<file path="src/rtl/usr_shift_sequencer.sv">
// -----------------------------------------------------------------------------
// usr_shift_sequencer
//
// Purpose:
//   Drives one universal shift register (USR) through its ctrl/data pins to run
//   a job {word, direction, shift count}:
//     1. parallel-load the word,
//     2. shift it count times,
//     3. hold for one settle cycle,
//     4. capture the USR output and present it on a valid/ready result port.
//   The USR shares clk with this block. Its dout is registered and updates on
//   the edge that ends each ctrl cycle.
//
// Parameters:
//   WIDTH - USR word width (in_data, usr_data, usr_dout, out_data)
//   CNT_W - width of in_count; the largest shift count is 2**CNT_W-1
//
// Ports:
//   clk       in   clock, rising edge
//   rst       in   asynchronous, active-low reset
//   in_valid  in   job request
//   in_ready  out  high only in IDLE; a job is accepted on in_valid && in_ready
//   in_data   in   word to load
//   in_dir    in   0 = shift right (toward bit 0), 1 = shift left
//   in_count  in   number of shift cycles; 0 is legal
//   usr_ctrl  out  USR ctrl: 0 hold, 1 shift right, 2 shift left, 3 load
//   usr_data  out  USR parallel data; holds the job word, and is 0 in IDLE
//   usr_dout  in   USR registered output
//   out_valid out  result available
//   out_ready in   result consumed on out_valid && out_ready
//   out_data  out  captured USR word
//   busy      out  high in every state except IDLE
//   err       out  sticky shadow-check error
//
// Configuration:
//   USR_SEQ_CHECK_EN - when defined, a shadow copy of the USR word is loaded
//   and shifted (zero-filling) in step with usr_ctrl. During SETTLE, any
//   difference between usr_dout and the shadow copy sets err. err stays set
//   until reset. When the macro is undefined, err is tied to 0.
//
// All outputs are decoded from registered state and registered job fields, so
// no output depends combinationally on an input.
// -----------------------------------------------------------------------------
module usr_shift_sequencer #(
   parameter int WIDTH = 4,
   parameter int CNT_W = 3
) (
   input  logic             clk,
   input  logic             rst,
   input  logic             in_valid,
   output logic             in_ready,
   input  logic [WIDTH-1:0] in_data,
   input  logic             in_dir,
   input  logic [CNT_W-1:0] in_count,
   output logic [1:0]       usr_ctrl,
   output logic [WIDTH-1:0] usr_data,
   input  logic [WIDTH-1:0] usr_dout,
   output logic             out_valid,
   input  logic             out_ready,
   output logic [WIDTH-1:0] out_data,
   output logic             busy,
   output logic             err
);

   typedef enum logic [2:0] {
      S_IDLE   = 3'd0,
      S_LOAD   = 3'd1,
      S_SHIFT  = 3'd2,
      S_SETTLE = 3'd3,
      S_OUT    = 3'd4
   } state_t;

   localparam logic [1:0] CTRL_HOLD  = 2'd0;
   localparam logic [1:0] CTRL_SHR   = 2'd1;
   localparam logic [1:0] CTRL_SHL   = 2'd2;
   localparam logic [1:0] CTRL_LOAD  = 2'd3;

   state_t             state_q, state_d;
   logic [WIDTH-1:0]   word_q, word_d;
   logic               dir_q, dir_d;
   logic [CNT_W-1:0]   rem_q, rem_d;
   logic [WIDTH-1:0]   out_data_q, out_data_d;

   // Next-state and job-field logic
   always_comb begin
      state_d    = state_q;
      word_d     = word_q;
      dir_d      = dir_q;
      rem_d      = rem_q;
      out_data_d = out_data_q;
      case (state_q)
         S_IDLE: begin
            if (in_valid) begin
               word_d  = in_data;
               dir_d   = in_dir;
               rem_d   = in_count;
               state_d = S_LOAD;
            end
         end
         S_LOAD: begin
            state_d = (rem_q != '0) ? S_SHIFT : S_SETTLE;
         end
         S_SHIFT: begin
            rem_d = rem_q - CNT_W'(1);
            if (rem_q == CNT_W'(1)) begin
               state_d = S_SETTLE;
            end
         end
         S_SETTLE: begin
            // usr_dout already reflects the last shift edge here
            out_data_d = usr_dout;
            state_d    = S_OUT;
         end
         S_OUT: begin
            if (out_ready) begin
               state_d = S_IDLE;
            end
         end
         default: state_d = S_IDLE;
      endcase
   end

   always_ff @(posedge clk or negedge rst) begin
      if (!rst) begin
         state_q    <= S_IDLE;
         out_data_q <= '0;
      end else begin
         state_q    <= state_d;
         out_data_q <= out_data_d;
      end
   end

   // Job fields are only consumed outside IDLE, so they need no reset
   always_ff @(posedge clk) begin
      word_q <= word_d;
      dir_q  <= dir_d;
      rem_q  <= rem_d;
   end

   // Output decode from registered state
   always_comb begin
      usr_ctrl = CTRL_HOLD;
      case (state_q)
         S_LOAD:  usr_ctrl = CTRL_LOAD;
         S_SHIFT: usr_ctrl = dir_q ? CTRL_SHL : CTRL_SHR;
         default: usr_ctrl = CTRL_HOLD;
      endcase
   end

   assign in_ready  = (state_q == S_IDLE);
   assign busy      = (state_q != S_IDLE);
   assign out_valid = (state_q == S_OUT);
   assign usr_data  = (state_q == S_IDLE) ? '0 : word_q;
   assign out_data  = out_data_q;

`ifdef USR_SEQ_CHECK_EN
   logic [WIDTH-1:0] shadow_q, shadow_d;
   logic             err_q, err_d;

   // The shadow moves on the same edges as the USR, so in SETTLE it holds
   // the word the USR should present.
   always_comb begin
      shadow_d = shadow_q;
      err_d    = err_q;
      case (usr_ctrl)
         CTRL_LOAD: shadow_d = word_q;
         CTRL_SHR:  shadow_d = shadow_q >> 1;
         CTRL_SHL:  shadow_d = shadow_q << 1;
         default:   shadow_d = shadow_q;
      endcase
      if ((state_q == S_SETTLE) && (usr_dout != shadow_q)) begin
         err_d = 1'b1;
      end
   end

   always_ff @(posedge clk or negedge rst) begin
      if (!rst) begin
         err_q <= 1'b0;
      end else begin
         err_q <= err_d;
      end
   end

   always_ff @(posedge clk) begin
      shadow_q <= shadow_d;
   end

   assign err = err_q;
`else
   assign err = 1'b0;
`endif

endmodule
</file>
<file path="config.mk">
export PLATFORM = sky130hd
export DESIGN_NAME = usr_shift_sequencer
export DESIGN_NICKNAME = d
export VERILOG_FILES = /design/src/rtl/usr_shift_sequencer.sv
export SDC_FILE = /design/constraint.sdc
export NUM_CORES = 1
export LEC_CHECK = 0
export CAP_MARGIN = 20
export CORE_MARGIN = 4
export CORE_UTILIZATION = 40
export DETAILED_ROUTE_END_ITERATION = 10
export PLACE_DENSITY_LB_ADDON = 0.15
export SYNTH_ARGS = -nofsm -noshare
export SYNTH_HDL_FRONTEND = slang
export SYNTH_SLANG_ARGS = --single-unit
export TNS_END_PERCENT = 5
</file>
<file path="constraint.sdc">
create_clock -name clk -period 2.4 [get_ports clk]
set_input_delay 0.36 -clock clk [delete_from_list [all_inputs] [get_ports clk]]
set_output_delay 0.36 -clock clk [all_outputs]
set_load 0.02 [all_outputs]
</file>
==> impl_metrics.env <==
export IMPL_wl_per_cell_um=12.6
export IMPL_root_buffer="clkbuf_4"
export IMPL_via_per_inst=4.73
export IMPL_final_core_util_pct=61.3
export IMPL_leakagePower_uw=0.000428
export IMPL_numPortBuffers=28
export IMPL_power_internal_uw=834
export IMPL_dr_pass1_iters=1
export IMPL_critical_path_class="reg -> out"
export IMPL_reg2reg_to="rem_q[2]$_DFFE_PP_"
export IMPL_cp_end_kind="primary output"
export IMPL_r2r_start="state_q[0]$_DFFE_PN0P_"
export IMPL_overflow=0
export IMPL_finalWirelength_um=1430
export IMPL_cts_tree="yes"
export IMPL_area_growth_pct=42.5
export IMPL_vias=535
export IMPL_tns_ns=0
export IMPL_fin_hold_ws_ns=0.322
export IMPL_worst_path_max_delay_cell="clkdlybuf4s50_1"
export IMPL_drv_cap=0
export IMPL_slew_viol_final=0
export IMPL_die_area_um2=2660
export IMPL_syn_area_per_cell_um2=12.7
export IMPL_rsz0062_at_grt="no"
export IMPL_rows=15
export IMPL_synth_ff_latch_count=15
export IMPL_path_delay_family="buffers and inverters"
export IMPL_drive_above_1_share_pct=9.09
export IMPL_num_io_pins=30
export IMPL_min_period_ns=2.19
export IMPL_yosysWarnings=0
export IMPL_synth_cells=60
export IMPL_finalSetupViolations=0
export IMPL_critPathMaxFanout=13
export IMPL_drt_iter0_markers=0
export IMPL_gp_congestion=0.700
export IMPL_synth_fp_nets=79
export IMPL_nets=108
export IMPL_r2r_cells=2
export IMPL_initial_core_util_pct=43.0
export IMPL_track_usage_pct=12.6
export IMPL_worstPathArrival_ns=1.83
export IMPL_post_dp_hpwl_um=1130
export IMPL_p_sw_uw=551
export IMPL_die_h_um=51.6
export IMPL_synth_seq_area_share_pct=54.7
export IMPL_antenna_found_initial=0
export IMPL_hold_class="in -> async"
export IMPL_drc=0
export IMPL_crit_chain="nor3_4 -> clkdlybuf4s50_1"
export IMPL_antenna_left=0
export IMPL_hold_violations=0
export IMPL_seqPwrFrac_pct=37.0
export IMPL_finClkSkew_ns=0.00408
export IMPL_core_um2=1760
export IMPL_antenna_cells=0
export IMPL_crit_required_ns=2.04
export IMPL_cts_buffer_depth=2
export IMPL_syn_cell_area_um2=759
export IMPL_max_freq_mhz=458
export IMPL_ys_types=27
export IMPL_grt_pass1_wl_um=2430
export IMPL_rrSetupSlack_ns=0.89
export IMPL_cts_sinks=15
export IMPL_worst_path_buf_inv=1
export IMPL_clkTransAtPathRegs_ns=0.09
export IMPL_pwr_share_comb_pct=52.8
export IMPL_swShare_pct=39.8
export IMPL_die_w_um=51.6
export IMPL_cp_slowest_stage_delay_ns=0.66
export IMPL_clkPwrFrac_pct=10.2
export IMPL_vdd_ir_drop_max_mv=0.683
export IMPL_h_tree_depth=1
export IMPL_min_period_over_period_pct=91.0
export IMPL_grt_pass1_vias=569
export IMPL_fillers=165
export IMPL_power_density_nw_per_um2=1280
export IMPL_status="finished, final reports clean"
export IMPL_clkLatencyLatePin_ns=0.28
export IMPL_worstSetupStartpointType="flop"
export IMPL_cts_inserted_buffers=3
export IMPL_grt_max_degree=14
final cells by class:
class	instances	area, um2	share of cell area [%]
clock buffer	3	22.5	2.08
clock inverter	1	5.00	0.462
inverter	4	15.0	1.39
multi-input combinational	37	313	28.9
sequential	15	417	38.5
tap	25	31.3	2.89
timing repair buffer	28	279	25.8
per-layer routing:
layer	track usage [%]	vias to the layer above	share of wire (%)	wire length, um
li1	-	261	-	-
met1	15.2	257	42	594
met2	20.6	13	53	750
met3	2.01	4	3.4	48
met4	8.30	0	2.4	34
met5	0	-	0	0
stage by stage:
| step | worst slack [ns] | std cells | power [uW] | area, um2 |
|---|---|---|---|---|
| final | 0.215 | 113 | 1380 | 1080 |
| after global routing | 0.0456 | 113 | 1500 | 1080 |
| after CTS | 0.104 | 113 | 1400 | 1080 |
| after detailed placement | 0.310 | 109 | 1260 | 1050 |
| after global placement | 0.373 | 109 | 1240 | 1050 |
| after floorplan | 0.735 | 60 | 935 | 759 |
worst max-delay path by stage:
stage                                start          end  cells past startpoint
floorplan           state_q[0]$_DFFE_PN0P_  usr_ctrl[0]                      3
global placement    state_q[1]$_DFFE_PN0P_  usr_ctrl[0]                      3
detailed placement  state_q[1]$_DFFE_PN0P_  usr_ctrl[0]                      3
CTS                 state_q[0]$_DFFE_PN0P_     in_ready                      2
global route        state_q[0]$_DFFE_PN0P_  usr_ctrl[1]                      3
finish              state_q[0]$_DFFE_PN0P_     in_ready                      2
synth_stat cells (all sizes together):
cell type | count | area, um2
and2 | 1 | 6.26
dfrtp | 7 | 175
mux2 | 6 | 67.6
nor3b | 2 | 20.0
xor2 | 1 | 8.76
a221oi | 1 | 8.76
nor3 | 2 | 15.0
or3b | 1 | 8.76
nand4bb | 1 | 11.3
o21bai | 1 | 7.51
mux2i | 1 | 10.0
nor2b | 5 | 31.3
ha | 3 | 37.5
or4b | 1 | 10.0
inv | 4 | 15.0
nor2 | 1 | 3.75
nand3b | 2 | 18.8
conb | 1 | 3.75
nand2 | 1 | 3.75
edfxtp | 8 | 240
a21oi | 3 | 15.0
buf | 4 | 22.5
nand2b | 3 | 18.8
flip-flops by register name, summed over array words and instances, names as in the netlist:
signal,flops
out_data,4
word_q,4
rem_q,3
state_q,3
dir_q,1
power groups by stage:
stage | Sequential (uW) | Combinational, uW | Clock, uW
floorplan | 489 | 446 | 0
global placement | 500 | 738 | 0
detailed placement | 511 | 744 | 0
CTS | 507 | 742 | 147
global route | 537 | 800 | 160
finish | 513 | 732 | 141
cell families (layout without fill, tap and decap cells):
kind of cell / count (synthesis) / count (layout) / share of synthesized area [%]
and+or+nand+nor: 20 / 20 / 19.4
DFF: 15 / 15 / 54.7
buffers and inverters: 8 / 36 / 4.94
muxes: 7 / 7 / 10.2
AOI/OAI and AO/OA: 5 / 5 / 4.12
adders and majority gates: 3 / 3 / 4.94
other: 1 / 1 / 0.494
xor gates and xnor gates: 1 / 1 / 1.15
placed cells by master, fill, tap and decap left out, drive strengths merged:
cell,instances
mux2,6
clkdlybuf4s50,27
clkinv,1
ha,3
nand4bb,1
conb,1
xor2,1
nand3b,2
nor2,1
and2,1
a221oi,1
or3b,1
inv,4
mux2i,1
nor2b,5
o21bai,1
nor3,2
a21oi,3
edfxtp,8
dlygate4sd2,1
clkbuf,3
dfrtp,7
nor3b,2
or4b,1
nand2,1
nand2b,3
what timing repair did:
| action | in CTS | in global routing |
|---|---|---|
| resized for setup | 2 | 1 |
| endpoints found under the setup margin | 1 | 1 |
| hold buffers | 0 | 0 |
| setup buffers | 0 | 0 |
No activity file was read; power rests on OpenSTA's default activity.
